### config.mk
export PLATFORM = sky130hd
export DESIGN_NAME = pipe_uncorrect
export DESIGN_NICKNAME = d
export VERILOG_FILES = /design/src/rtl/pipe_uncorrect.sv
export SDC_FILE = /design/constraint.sdc
export NUM_CORES = 1
export LEC_CHECK = 0
export CAP_MARGIN = 0
export CORE_ASPECT_RATIO = 0.6
export CORE_UTILIZATION = 38
export CTS_CLUSTER_SIZE = 12
export DETAILED_ROUTE_END_ITERATION = 16
export GPL_TIMING_DRIVEN = 0
export PLACE_DENSITY_LB_ADDON = 0.1
export SLEW_MARGIN = 20
export SYNTH_ARGS = -nofsm -noshare
export SYNTH_HDL_FRONTEND = slang
export SYNTH_SLANG_ARGS = --single-unit
### constraint.sdc
create_clock -name clk -period 5.7 [get_ports clk]
set_clock_uncertainty 0.1 [all_clocks]
set_input_delay 1.425 -clock clk [delete_from_list [all_inputs] [get_ports clk]]
set_output_delay 1.425 -clock clk [all_outputs]
set_load 0.1 [all_outputs]
### src/rtl/pipe_uncorrect.sv
// pipe_uncorrect: undoes an upstream per-transaction correction factor on two
// data channels. A sample is divided by cf with a shared restoring divider that
// retires one quotient bit per cycle. Channel 0 is handled in DIV0 and
// channel 1 in DIV1. The result is then held in DONE until it is taken.
//
// Ports:
//   clk, rst_n          clock, synchronous active-low reset
//   i_valid / o_ready   upstream handshake (accept = i_valid && o_ready)
//   i_cf                correction factor (0..2^CFW-1)
//   i_data0 / i_data1   corrected channel samples
//   o_valid / i_ready   downstream handshake
//   o_data0 / o_data1   recovered samples
//   o_rem_err           a divided channel left a nonzero remainder
//   o_cf_err            cf==0 was seen on a non-special sample
module pipe_uncorrect #(
  parameter int DW  = 16,
  parameter int CFW = 2
) (
  input  logic           clk,
  input  logic           rst_n,
  input  logic           i_valid,
  output logic           o_ready,
  input  logic [CFW-1:0] i_cf,
  input  logic [DW-1:0]  i_data0,
  input  logic [DW-1:0]  i_data1,
  output logic           o_valid,
  input  logic           i_ready,
  output logic [DW-1:0]  o_data0,
  output logic [DW-1:0]  o_data1,
  output logic           o_rem_err,
  output logic           o_cf_err
);

  localparam int RW = DW + CFW;
  localparam int CW = (DW > 1) ? $clog2(DW) : 1;
  localparam logic [CW-1:0] CNT_LAST = CW'(DW - 1);

  typedef enum logic [1:0] {IDLE, DIV0, DIV1, DONE} state_e;

  state_e          state_q, state_d;
  logic [DW-1:0]   d0_q, d1_q, dq_q, dq_d, cur, res;
  logic [CFW-1:0]  cf_q;
  logic [RW-1:0]   rem_q, rem_d;
  logic [RW:0]     trial;
  logic [CW-1:0]   cnt_q;
  logic [DW-1:0]   data0_q, data1_q;
  logic            valid_q, rem_err_q, cf_err_q;
  logic            accept, in_div, special, bypass, ch_done, qbit;
  logic            res_rem_err, res_cf_err;

  assign accept = i_valid && o_ready;

  // State register
  always_ff @(posedge clk) begin
    if (!rst_n) state_q <= IDLE;
    else        state_q <= state_d;
  end

  // Next-state logic
  always_comb begin
    state_d = state_q;
    case (state_q)
      IDLE: if (accept)            state_d = DIV0;
      DIV0: if (ch_done)           state_d = DIV1;
      DIV1: if (ch_done)           state_d = DONE;
      DONE: if (valid_q && i_ready) state_d = IDLE;
      default:                     state_d = IDLE;
    endcase
  end

  // FSM outputs
  always_comb begin
    o_ready = (state_q == IDLE) && rst_n;
  end

  // One restoring-division step plus per-channel result selection.
  // dq_q holds the dividend, which shifts out MSB-first while quotient bits
  // shift in at the LSB. After DW steps it holds the quotient.
  always_comb begin
    in_div  = (state_q == DIV0) || (state_q == DIV1);
    cur     = (state_q == DIV1) ? d1_q : d0_q;
    special = (cur == '0) || (cur == '1);
    bypass  = special || (cf_q <= CFW'(1));
    trial   = {rem_q, dq_q[DW-1]};
    qbit    = (trial >= (RW+1)'(cf_q));
    rem_d   = qbit ? RW'(trial - (RW+1)'(cf_q)) : trial[RW-1:0];
    dq_d    = {dq_q[DW-2:0], qbit};
    ch_done = in_div && (bypass || (cnt_q == CNT_LAST));

    res         = dq_d;
    res_rem_err = |rem_d;
    res_cf_err  = 1'b0;
    if (special || (cf_q == CFW'(1))) begin
      res         = cur;
      res_rem_err = 1'b0;
    end else if (cf_q == '0) begin
      res         = '1;
      res_rem_err = 1'b0;
      res_cf_err  = 1'b1;
    end
  end

  // Datapath
  always_ff @(posedge clk) begin
    if (!rst_n) begin
      d0_q      <= '0;
      d1_q      <= '0;
      cf_q      <= '0;
      dq_q      <= '0;
      rem_q     <= '0;
      cnt_q     <= '0;
      data0_q   <= '0;
      data1_q   <= '0;
      rem_err_q <= 1'b0;
      cf_err_q  <= 1'b0;
      valid_q   <= 1'b0;
    end else begin
      if (accept) begin
        d0_q      <= i_data0;
        d1_q      <= i_data1;
        cf_q      <= i_cf;
        dq_q      <= i_data0;
        rem_q     <= '0;
        cnt_q     <= '0;
        rem_err_q <= 1'b0;
        cf_err_q  <= 1'b0;
      end else if (in_div) begin
        if (ch_done) begin
          // Preload channel 1 so DIV1 starts from a clean divider.
          cnt_q     <= '0;
          rem_q     <= '0;
          dq_q      <= d1_q;
          rem_err_q <= rem_err_q | res_rem_err;
          cf_err_q  <= cf_err_q | res_cf_err;
          if (state_q == DIV0) data0_q <= res;
          else                 data1_q <= res;
        end else begin
          cnt_q <= cnt_q + CW'(1);
          rem_q <= rem_d;
          dq_q  <= dq_d;
        end
      end

      if (state_q == DONE && !valid_q) valid_q <= 1'b1;
      else if (valid_q && i_ready)     valid_q <= 1'b0;
    end
  end

  assign o_valid   = valid_q;
  assign o_data0   = data0_q;
  assign o_data1   = data1_q;
  assign o_rem_err = rem_err_q;
  assign o_cf_err  = cf_err_q;

endmodule

==> impl_results.html, run 1 <==
<table>
<tr><th>Metric</th><th>Value</th></tr>
<tr><th colspan="2">Logic synthesis</th></tr>
<tr><td>Cell types with the highest counts after synthesis</td><td>109 x dfxtp_1, 65 x nand2_1, 47 x a22o_1</td></tr>
<tr><td>Mux share of post-synthesis cell area</td><td>under 10%</td></tr>
<tr><td>Top post-synthesis cells by area</td><td>dfxtp_1 43%, a22o_1 8.1%, mux2i_1 6.5%</td></tr>
<tr><td>Xor and xnor fraction of the mapped netlist area</td><td>about 2.1%</td></tr>
<tr><td>Largest family of logic cells by synthesized area</td><td>compound AO/OA/AOI/OAI gates</td></tr>
<tr><td>Number of synthesis warnings</td><td>0</td></tr>
<tr><td>Area fraction in compound gates after synthesis</td><td>between 20% and 30%</td></tr>
<tr><td>Cell taking the most area after synthesis</td><td>dfxtp_1</td></tr>
<tr><td>Number of enable flip-flop cells after synthesis</td><td>0</td></tr>
<tr><td>Async SR Flop Fraction</td><td>0%</td></tr>
<tr><td>Mapped Nets</td><td>618</td></tr>
<tr><td>Post-synthesis instance area</td><td>0.00509 mm^2</td></tr>
<tr><td>Synthesized-area fraction occupied by and/or/nand/nor cells</td><td>between 15 and 20%</td></tr>
<tr><td>Distinct cell type count of the synthesized netlist</td><td>54</td></tr>
<tr><td>Adder-cell area share of the yosys netlist</td><td>between 2 and 2.5%</td></tr>
<tr><td>Mapped Cells</td><td>571</td></tr>
<tr><td>Sequential area share after synthesis</td><td>between 40% and 50%</td></tr>
<tr><td>Dominant synthesized flop cell</td><td>dfxtp_1</td></tr>
<tr><td>Flops &amp; latches, synth</td><td>between 100 and 150</td></tr>
<tr><td>Avg Inst Size Synth</td><td>approximately 8.9 um^2</td></tr>
<tr><td>Yosys top cell area share</td><td>between 40% and 50%</td></tr>
<tr><td>Most frequent cell after synthesis</td><td>dfxtp_1</td></tr>
<tr><th colspan="2">Placement</th></tr>
<tr><td>Input/output buffers</td><td>73</td></tr>
<tr><td>Sum of net half-perimeters after detailed placement</td><td>12.3 mm</td></tr>
<tr><td>Gpl congestion</td><td>0.912</td></tr>
<tr><td>Worst setup slack after placement</td><td>473 ps</td></tr>
<tr><td>Number of placed instances with taps included</td><td>a little over 800</td></tr>
<tr><th colspan="2">Clock network</th></tr>
<tr><td>Clock root cell</td><td>clkbuf_16</td></tr>
<tr><td>CTS tree</td><td>built</td></tr>
<tr><td>Htree depth</td><td>3</td></tr>
<tr><td>Resized cells post-CTS</td><td>0</td></tr>
<tr><td>Clock sink total</td><td>approximately 110</td></tr>
<tr><td>Clock slew seen by the registers of the worst setup and hold paths</td><td>approximately 80 ps</td></tr>
<tr><td>Setup fix buffers added after clock tree synthesis</td><td>0</td></tr>
<tr><td>Number of CTS-inserted buffers</td><td>9</td></tr>
<tr><td>Source-to-sink clock delay at the later pin of the worst-skew pair</td><td>360 ps</td></tr>
<tr><td>CTS max path bufs</td><td>2</td></tr>
<tr><td>Number of buffers inserted for hold repair after clock tree synthesis</td><td>0</td></tr>
<tr><th colspan="2">Timing</th></tr>
<tr><td>Post-layout min period</td><td>5260 ps</td></tr>
<tr><td>Fin. max-slew vios</td><td>0</td></tr>
<tr><td>Slew @ Worst Pin</td><td>between 900 and 1000 ps</td></tr>
<tr><td>Setup TNS</td><td>0 ps</td></tr>
<tr><td>Number of setup violations in the final report</td><td>0</td></tr>
<tr><td>Final period utilization</td><td>slightly above 90%</td></tr>
<tr><td>Fmax</td><td>around 190 MHz</td></tr>
<tr><td>Count of final hold-check violations</td><td>0</td></tr>
<tr><td>PnR worst setup slack</td><td>439 ps</td></tr>
<tr><td>RSZ-0062 raised after global routing</td><td>false</td></tr>
<tr><td>Remaining max-slew budget at the tightest pin</td><td>about 34%</td></tr>
<tr><th colspan="2">Power and ir drop</th></tr>
<tr><td>Net switching power</td><td>between 0.0015 and 0.002 W</td></tr>
<tr><td>Leakage dissipation</td><td>2.32 nW</td></tr>
<tr><td>P per Cell Area</td><td>552 mW/mm^2</td></tr>
<tr><td>Total power</td><td>0.00349 W</td></tr>
<tr><td>Worst supply voltage drop on vdd</td><td>between 200 and 250 uV</td></tr>
<tr><td>Combinational power share</td><td>between 50 and 60%</td></tr>
<tr><td>Switch share</td><td>roughly half</td></tr>
<tr><td>Internal power</td><td>0.00175 W</td></tr>
<tr><td>Clock share of power</td><td>18.1%</td></tr>
<tr><td>Sequential Power Share</td><td>~31%</td></tr>
<tr><th colspan="2">Worst setup path</th></tr>
<tr><td>Endpoint kind of the worst setup timing path</td><td>output pin</td></tr>
<tr><td>Top fanout value on the critical path</td><td>10</td></tr>
<tr><td>Number of cells traversed by the worst register-to-register path</td><td>11</td></tr>
<tr><td>FF-to-FF End</td><td>o_rem_err$_SDFFE_PP0P_</td></tr>
<tr><td>Setup crit start kind</td><td>input pin</td></tr>
<tr><td>CP required</td><td>between 4000 and 5000 ps</td></tr>
<tr><td>Worst setup path class</td><td>input pin to output pin</td></tr>
<tr><td>RR Startpoint</td><td>cf_q[1]$_SDFFE_PN0P_</td></tr>
<tr><td>Setup slack on the worst flop-to-flop path</td><td>~2200 ps</td></tr>
<tr><td>Critical path data arrival time</td><td>roughly 3700 ps</td></tr>
<tr><th colspan="2">Routing</th></tr>
<tr><td>Detail-routed via count per cell</td><td>around 5.9</td></tr>
<tr><td>DR vias</td><td>approximately 5000</td></tr>
<tr><td>Total length of routed wires</td><td>16.3 mm</td></tr>
<tr><td>Wire per inst</td><td>roughly 20 um</td></tr>
<tr><td>Detailed-route DRC error count</td><td>0</td></tr>
<tr><td>Antenna Nets Post-Route</td><td>0</td></tr>
<tr><td>1st-iter DRT viols</td><td>about 470</td></tr>
<tr><td>Pre-Repair DR Iteration Count</td><td>10</td></tr>
<tr><th colspan="2">Worst hold path</th></tr>
<tr><td>Worst hold path class</td><td>flip-flop to flip-flop</td></tr>
<tr><td>Endpoint with the worst hold slack</td><td>o_data1[9]$_SDFFE_PN0P_</td></tr>
<tr><td>Worst hold start</td><td>o_data1[9]$_SDFFE_PN0P_</td></tr>
<tr><td>Hold-critical path depth</td><td>1</td></tr>
<tr><th colspan="2">Layout</th></tr>
<tr><td>Total area of sequential cells</td><td>roughly 0.0022 mm^2</td></tr>
<tr><td>Layout-stage area growth over the synthesis result</td><td>24.4%</td></tr>
<tr><td>Multi-input logic area</td><td>between 0.002 and 0.003 mm^2</td></tr>
<tr><td>Count of non-filler cells in the finished layout</td><td>830</td></tr>
<tr><td>Number of diodes</td><td>0</td></tr>
<tr><td>Final Net Count</td><td>about 700</td></tr>
<tr><td>Number of filler cells placed in the layout</td><td>1246</td></tr>
<tr><td>Layout cells sized above 1</td><td>5.30%</td></tr>
<tr><th colspan="2">Status</th></tr>
<tr><td>Result of the run</td><td>finished, final reports clean</td></tr>
<tr><th colspan="2">Die</th></tr>
<tr><td>Y dimension of the die</td><td>~92 um</td></tr>
<tr><td>Std-Cell Core Area</td><td>0.0129 mm^2</td></tr>
<tr><td>Initial Util</td><td>39.4%</td></tr>
<tr><td>Core Rows</td><td>32</td></tr>
<tr><td>Count of pins on the block boundary</td><td>74</td></tr>
<tr><td>Area enclosed by the die boundary</td><td>~0.014 mm^2</td></tr>
<tr><td>Die width</td><td>approximately 150 um</td></tr>
<tr><th colspan="2">Global route</th></tr>
<tr><td>Overall global routing resource usage</td><td>roughly a quarter</td></tr>
<tr><td>Global-route wire length before repair</td><td>~26 mm</td></tr>
<tr><td>Grt ovf</td><td>0</td></tr>
<tr><td>Antenna violations before repair</td><td>0</td></tr>
<tr><td>Vias in the first global route</td><td>4467</td></tr>
<tr><td>Maximum number of pins on one net before global-route repair</td><td>22</td></tr>
<tr><th colspan="2">Run</th></tr>
<tr><td>Maximum Capacitance Violations</td><td>0</td></tr>
</table>
==> final cells by class <==
| class | instances | share of cell area, % |
|---|---|---|
| buffer | 42 | 3.16 |
| clock buffer | 9 | 3.56 |
| clock inverter | 7 | 1.15 |
| inverter | 10 | 0.593 |
| multi-input combinational | 410 | 42.2 |
| sequential | 109 | 34.5 |
| tap | 170 | 3.36 |
| timing repair buffer | 73 | 11.5 |
==> power groups by stage <==
stage / Combinational, W / Sequential (W) / Clock [W]
final: 0.00177 / 0.00109 / 0.000632
after global routing: 0.00187 / 0.00111 / 0.000680
after CTS: 0.00175 / 0.00109 / 0.000644
after detailed placement: 0.00174 / 0.00110 / 0
after global placement: 0.00173 / 0.00110 / 0
after floorplan: 0.000753 / 0.00159 / 0
==> kinds of logic (layout without fill, tap and decap cells) <==
group	Yosys count	in the layout
flops	109	109
simple gates	187	187
mux	33	33
xor+xnor	12	12
fa+ha+maj	9	9
buf+inv	52	141
compound gates	169	169
==> state kept, by name, indices dropped and copies added, names as in the netlist, 4 cells and up <==
signal,flops
rem_q,18
d0_q,16
d1_q,16
dq_q,16
o_data0,16
o_data1,16
cnt_q,4
==> placed cells by master, fill, tap and decap left out, drive strengths merged, types with 7 or more instances in the layout <==
| cell | count |
|---|---|
| dfxtp | 109 |
| clkdlybuf4s50 | 73 |
| nand2 | 65 |
| a22o | 47 |
| o21ai | 44 |
| nor2 | 42 |
| clkbuf | 39 |
| mux2i | 33 |
| a21oi | 32 |
| nand3 | 18 |
| a32oi | 15 |
| inv | 14 |
| nand4 | 12 |
| buf | 12 |
| nor4 | 10 |
| nor3 | 10 |
| xnor2 | 9 |
| ha | 8 |
| or4 | 8 |
| a22oi | 7 |
==> worst max-delay path by stage <==
stage	end	slack [ps]	start	cells past startpoint
2_1_floorplan	o_ready	1710	rst_n	2
3_5_place_dp	o_ready	470	rst_n	4
5_1_grt	o_ready	380	rst_n	4
6_report	o_ready	440	rst_n	4
4_1_cts	o_ready	460	rst_n	4
3_3_place_gp	o_ready	480	rst_n	4
==> metrics by stage <==
| stage | utilization, % | cell area, um^2 | hold slack [ps] |
|---|---|---|---|
| floorplan | - | 5090 | 341 |
| finish | 49.0 | 6330 | 381 |
| CTS | 49.0 | 6330 | 385 |
| detailed placement | 46.7 | 6030 | 365 |
| global placement | 46.7 | 6030 | 363 |
| global route | 49.0 | 6330 | 392 |
==> metal layers <==
metal,share of wire [%],track usage (%)
met4,1.4,5.83
met1,52,41.3
met5,0,0
met2,36,29.8
met3,11,6.37
==> critical path: stages <==
cell and delay [ps]:
clkdlybuf4s50_1 480, clkbuf_1 450, and2_1 230, clkdlybuf4s50_1 1150
Note: power is estimated with default switching activity, not from simulation.
==> run 2, diff against run 1 <==
SLEW_MARGIN = not set   (was 20)
==> results of run 2 <==
Final layout, timing and power as in run 1 (identical DEF).
==> run 3, diff against run 2 <==
CORE_UTILIZATION = 59   (was 38)
==> run 3 against run 2 <==
Worst hold slack got worse by 1.7 ps; sequential power is essentially flat; global-route usage grew 12 points; routed wire length grew 0.67%; utilization grew 28 points; largest power group unchanged; first-iteration DRC count up 65%; sequential share of layout area rose by 0.37 points; register-to-register slack about the same; highest routed layer is now met5; critical path type unchanged.
==> impl_results.html, run 3 (synthesis results as in run 1) <==
<table>
<tr><th>Metric</th><th>Value</th></tr>
<tr><th colspan="2">Status</th></tr>
<tr><td>Result of the run</td><td>finished, final reports clean</td></tr>
<tr><th colspan="2">Routing</th></tr>
<tr><td>DR vias</td><td>just over 5000</td></tr>
<tr><td>Antenna Nets Post-Route</td><td>0</td></tr>
<tr><td>Detailed-route DRC error count</td><td>0</td></tr>
<tr><td>Pre-Repair DR Iteration Count</td><td>6</td></tr>
<tr><td>Total length of routed wires</td><td>16.4 mm</td></tr>
<tr><td>Wire per inst</td><td>21.4 um</td></tr>
<tr><td>Detail-routed via count per cell</td><td>~6.7</td></tr>
<tr><td>1st-iter DRT viols</td><td>roughly 770</td></tr>
<tr><th colspan="2">Worst setup path</th></tr>
<tr><td>Top fanout value on the critical path</td><td>10</td></tr>
<tr><td>Worst setup path class</td><td>input pin to output pin</td></tr>
<tr><td>Endpoint kind of the worst setup timing path</td><td>output pin</td></tr>
<tr><td>Maximum single-stage delay on the critical path</td><td>between 1000 and 1500 ps</td></tr>
<tr><td>Source of the critical timing path</td><td>rst_n</td></tr>
<tr><td>Most used cell along the critical path</td><td>clkdlybuf4s50_1</td></tr>
<tr><td>Cell type of the slowest stage on the worst timing path</td><td>clkdlybuf4s50_1</td></tr>
<tr><td>Setup slack on the worst flop-to-flop path</td><td>2170 ps</td></tr>
<tr><td>RR Startpoint</td><td>cf_q[1]$_SDFFE_PN0P_</td></tr>
<tr><td>Critical-path cell list</td><td>clkdlybuf4s50_1, clkbuf_1, and2_1, clkdlybuf4s50_1</td></tr>
<tr><td>Setup crit start kind</td><td>input pin</td></tr>
<tr><td>Critical path data arrival time</td><td>roughly 3700 ps</td></tr>
<tr><td>CP required</td><td>between 4000 and 5000 ps</td></tr>
<tr><th colspan="2">Global route</th></tr>
<tr><td>Vias in the first global route</td><td>between 4000 and 5000</td></tr>
<tr><td>Grt ovf</td><td>0</td></tr>
<tr><td>Global-route wire length before repair</td><td>24.9 mm</td></tr>
<tr><td>Antenna violations before repair</td><td>0</td></tr>
<tr><td>Maximum number of pins on one net before global-route repair</td><td>19</td></tr>
<tr><td>Overall global routing resource usage</td><td>between 30 and 40%</td></tr>
<tr><th colspan="2">Layout</th></tr>
<tr><td>Highest-count cells in the layout ignoring fill and taps</td><td>109 x dfxtp_1, 73 x clkdlybuf4s50_1, 65 x nand2_1, 47 x a22o_1</td></tr>
<tr><td>Final cell utilization of the core</td><td>77.3%</td></tr>
<tr><td>Non-Filler Cell Area, Final</td><td>between 0.006 and 0.007 mm^2</td></tr>
<tr><td>Max FFs per register</td><td>18</td></tr>
<tr><td>Number of diodes</td><td>0</td></tr>
<tr><td>Layout cells sized above 1</td><td>under 10%</td></tr>
<tr><td>Layout-stage area growth over the synthesis result</td><td>23.1%</td></tr>
<tr><td>Most common library cell in the layout ignoring fill and taps</td><td>dfxtp_1</td></tr>
<tr><td>Final Net Count</td><td>between 700 and 800</td></tr>
<tr><td>Register bank with the most flops</td><td>rem_q</td></tr>
<tr><th colspan="2">Worst hold path</th></tr>
<tr><td>Worst hold path class</td><td>flip-flop to flip-flop</td></tr>
<tr><td>Worst hold start</td><td>rem_q[17]$_SDFFE_PP0P_</td></tr>
<tr><th colspan="2">Clock network</th></tr>
<tr><td>CTS tree</td><td>built</td></tr>
<tr><td>Number of CTS-inserted buffers</td><td>9</td></tr>
<tr><td>Number of buffers inserted for hold repair after clock tree synthesis</td><td>0</td></tr>
<tr><td>Resized cells post-CTS</td><td>0</td></tr>
<tr><td>Clock root cell</td><td>clkbuf_16</td></tr>
<tr><td>Htree depth</td><td>3</td></tr>
<tr><td>Clock sink total</td><td>between 100 and 150</td></tr>
<tr><td>Setup fix buffers added after clock tree synthesis</td><td>0</td></tr>
<tr><td>Source-to-sink clock delay at the later pin of the worst-skew pair</td><td>360 ps</td></tr>
<tr><td>Clock slew seen by the registers of the worst setup and hold paths</td><td>roughly 70 ps</td></tr>
<tr><td>CTS max path bufs</td><td>2</td></tr>
<tr><th colspan="2">Timing</th></tr>
<tr><td>Remaining max-slew budget at the tightest pin</td><td>34.2%</td></tr>
<tr><td>Post-layout min period</td><td>5190 ps</td></tr>
<tr><td>Fmax</td><td>a little under 200 MHz</td></tr>
<tr><td>RSZ-0062 raised after global routing</td><td>false</td></tr>
<tr><td>Final period utilization</td><td>91.1%</td></tr>
<tr><td>Count of final hold-check violations</td><td>0</td></tr>
<tr><td>Slew @ Worst Pin</td><td>984 ps</td></tr>
<tr><td>Fin. max-slew vios</td><td>0</td></tr>
<tr><td>Setup TNS</td><td>0 ps</td></tr>
<tr><td>Number of setup violations in the final report</td><td>0</td></tr>
<tr><th colspan="2">Die</th></tr>
<tr><td>Initial Util</td><td>between 60% and 70%</td></tr>
<tr><td>Die width</td><td>around 120 um</td></tr>
<tr><td>Std-Cell Core Area</td><td>between 0.008 and 0.009 mm^2</td></tr>
<tr><td>Core Rows</td><td>25</td></tr>
<tr><td>Y dimension of the die</td><td>73.9 um</td></tr>
<tr><td>Area enclosed by the die boundary</td><td>around 0.009 mm^2</td></tr>
<tr><td>Count of pins on the block boundary</td><td>74</td></tr>
<tr><th colspan="2">Power and ir drop</th></tr>
<tr><td>Leakage dissipation</td><td>around 2.3 nW</td></tr>
<tr><td>P per Cell Area</td><td>565 mW/mm^2</td></tr>
<tr><td>Worst supply voltage drop on vdd</td><td>307 uV</td></tr>
<tr><th colspan="2">Placement</th></tr>
<tr><td>Gpl congestion</td><td>roughly 1</td></tr>
<tr><td>Input/output buffers</td><td>73</td></tr>
<tr><td>Cell area after placement</td><td>0.00596 mm^2</td></tr>
<tr><td>Sum of net half-perimeters after detailed placement</td><td>about 12 mm</td></tr>
<tr><th colspan="2">Run</th></tr>
<tr><td>Maximum Capacitance Violations</td><td>0</td></tr>
</table>
[run 3: worst paths after layout]
| kind | endpoint | depth (start not counted) |
|---|---|---|
| max reg2reg | o_rem_err$_SDFFE_PP0P_ | 11 |
| min reg2reg | rem_q[17]$_SDFFE_PP0P_ | 2 |
| max | o_ready | 4 |
| min | rem_q[17]$_SDFFE_PP0P_ | 2 |
[run 3: report_power, final]
group	internal, W	switching [W]
sequential	0.000931	0.000168
clock	0.000356	0.000298
combinational	0.000511	0.00128
total	0.00180	0.00174
[run 3: through the flow]
step	std cells	setup slack [ps]	power, W	hold WS (ps)
global route	768	421	0.00366	396
detailed placement	752	529	0.00283	362
CTS	768	523	0.00348	376
floorplan	571	1710	0.00234	341
global placement	752	546	0.00280	353
finish	768	507	0.00354	379
[run 3: area by class of cell]
cell class	instances	area, um^2
Buffer	42	200
Timing Repair Buffer	73	731
Clock buffer	10	239
Tap cell	108	135
Sequential cell	109	2180
Fill cell	545	1840
Inverter	10	37.5
Clock inverter	6	68.8
Multi-Input combinational cell	410	2670
[run 3: critical path, delay by kind of cell]
kind          cells  cell delay (ps)
buf+inv           3             2010
simple gates      1              230
[run 3: routing by layer]
layer	GRT usage (%)	part of all wire (%)	routed length [um]	up-vias
met5	4.17	0.30	50	-
met2	48.6	38	6190	411
met3	15.0	16	2550	39
met1	55.3	45	7340	2394
met4	9.33	1.8	288	2
li1	-	-	-	2295
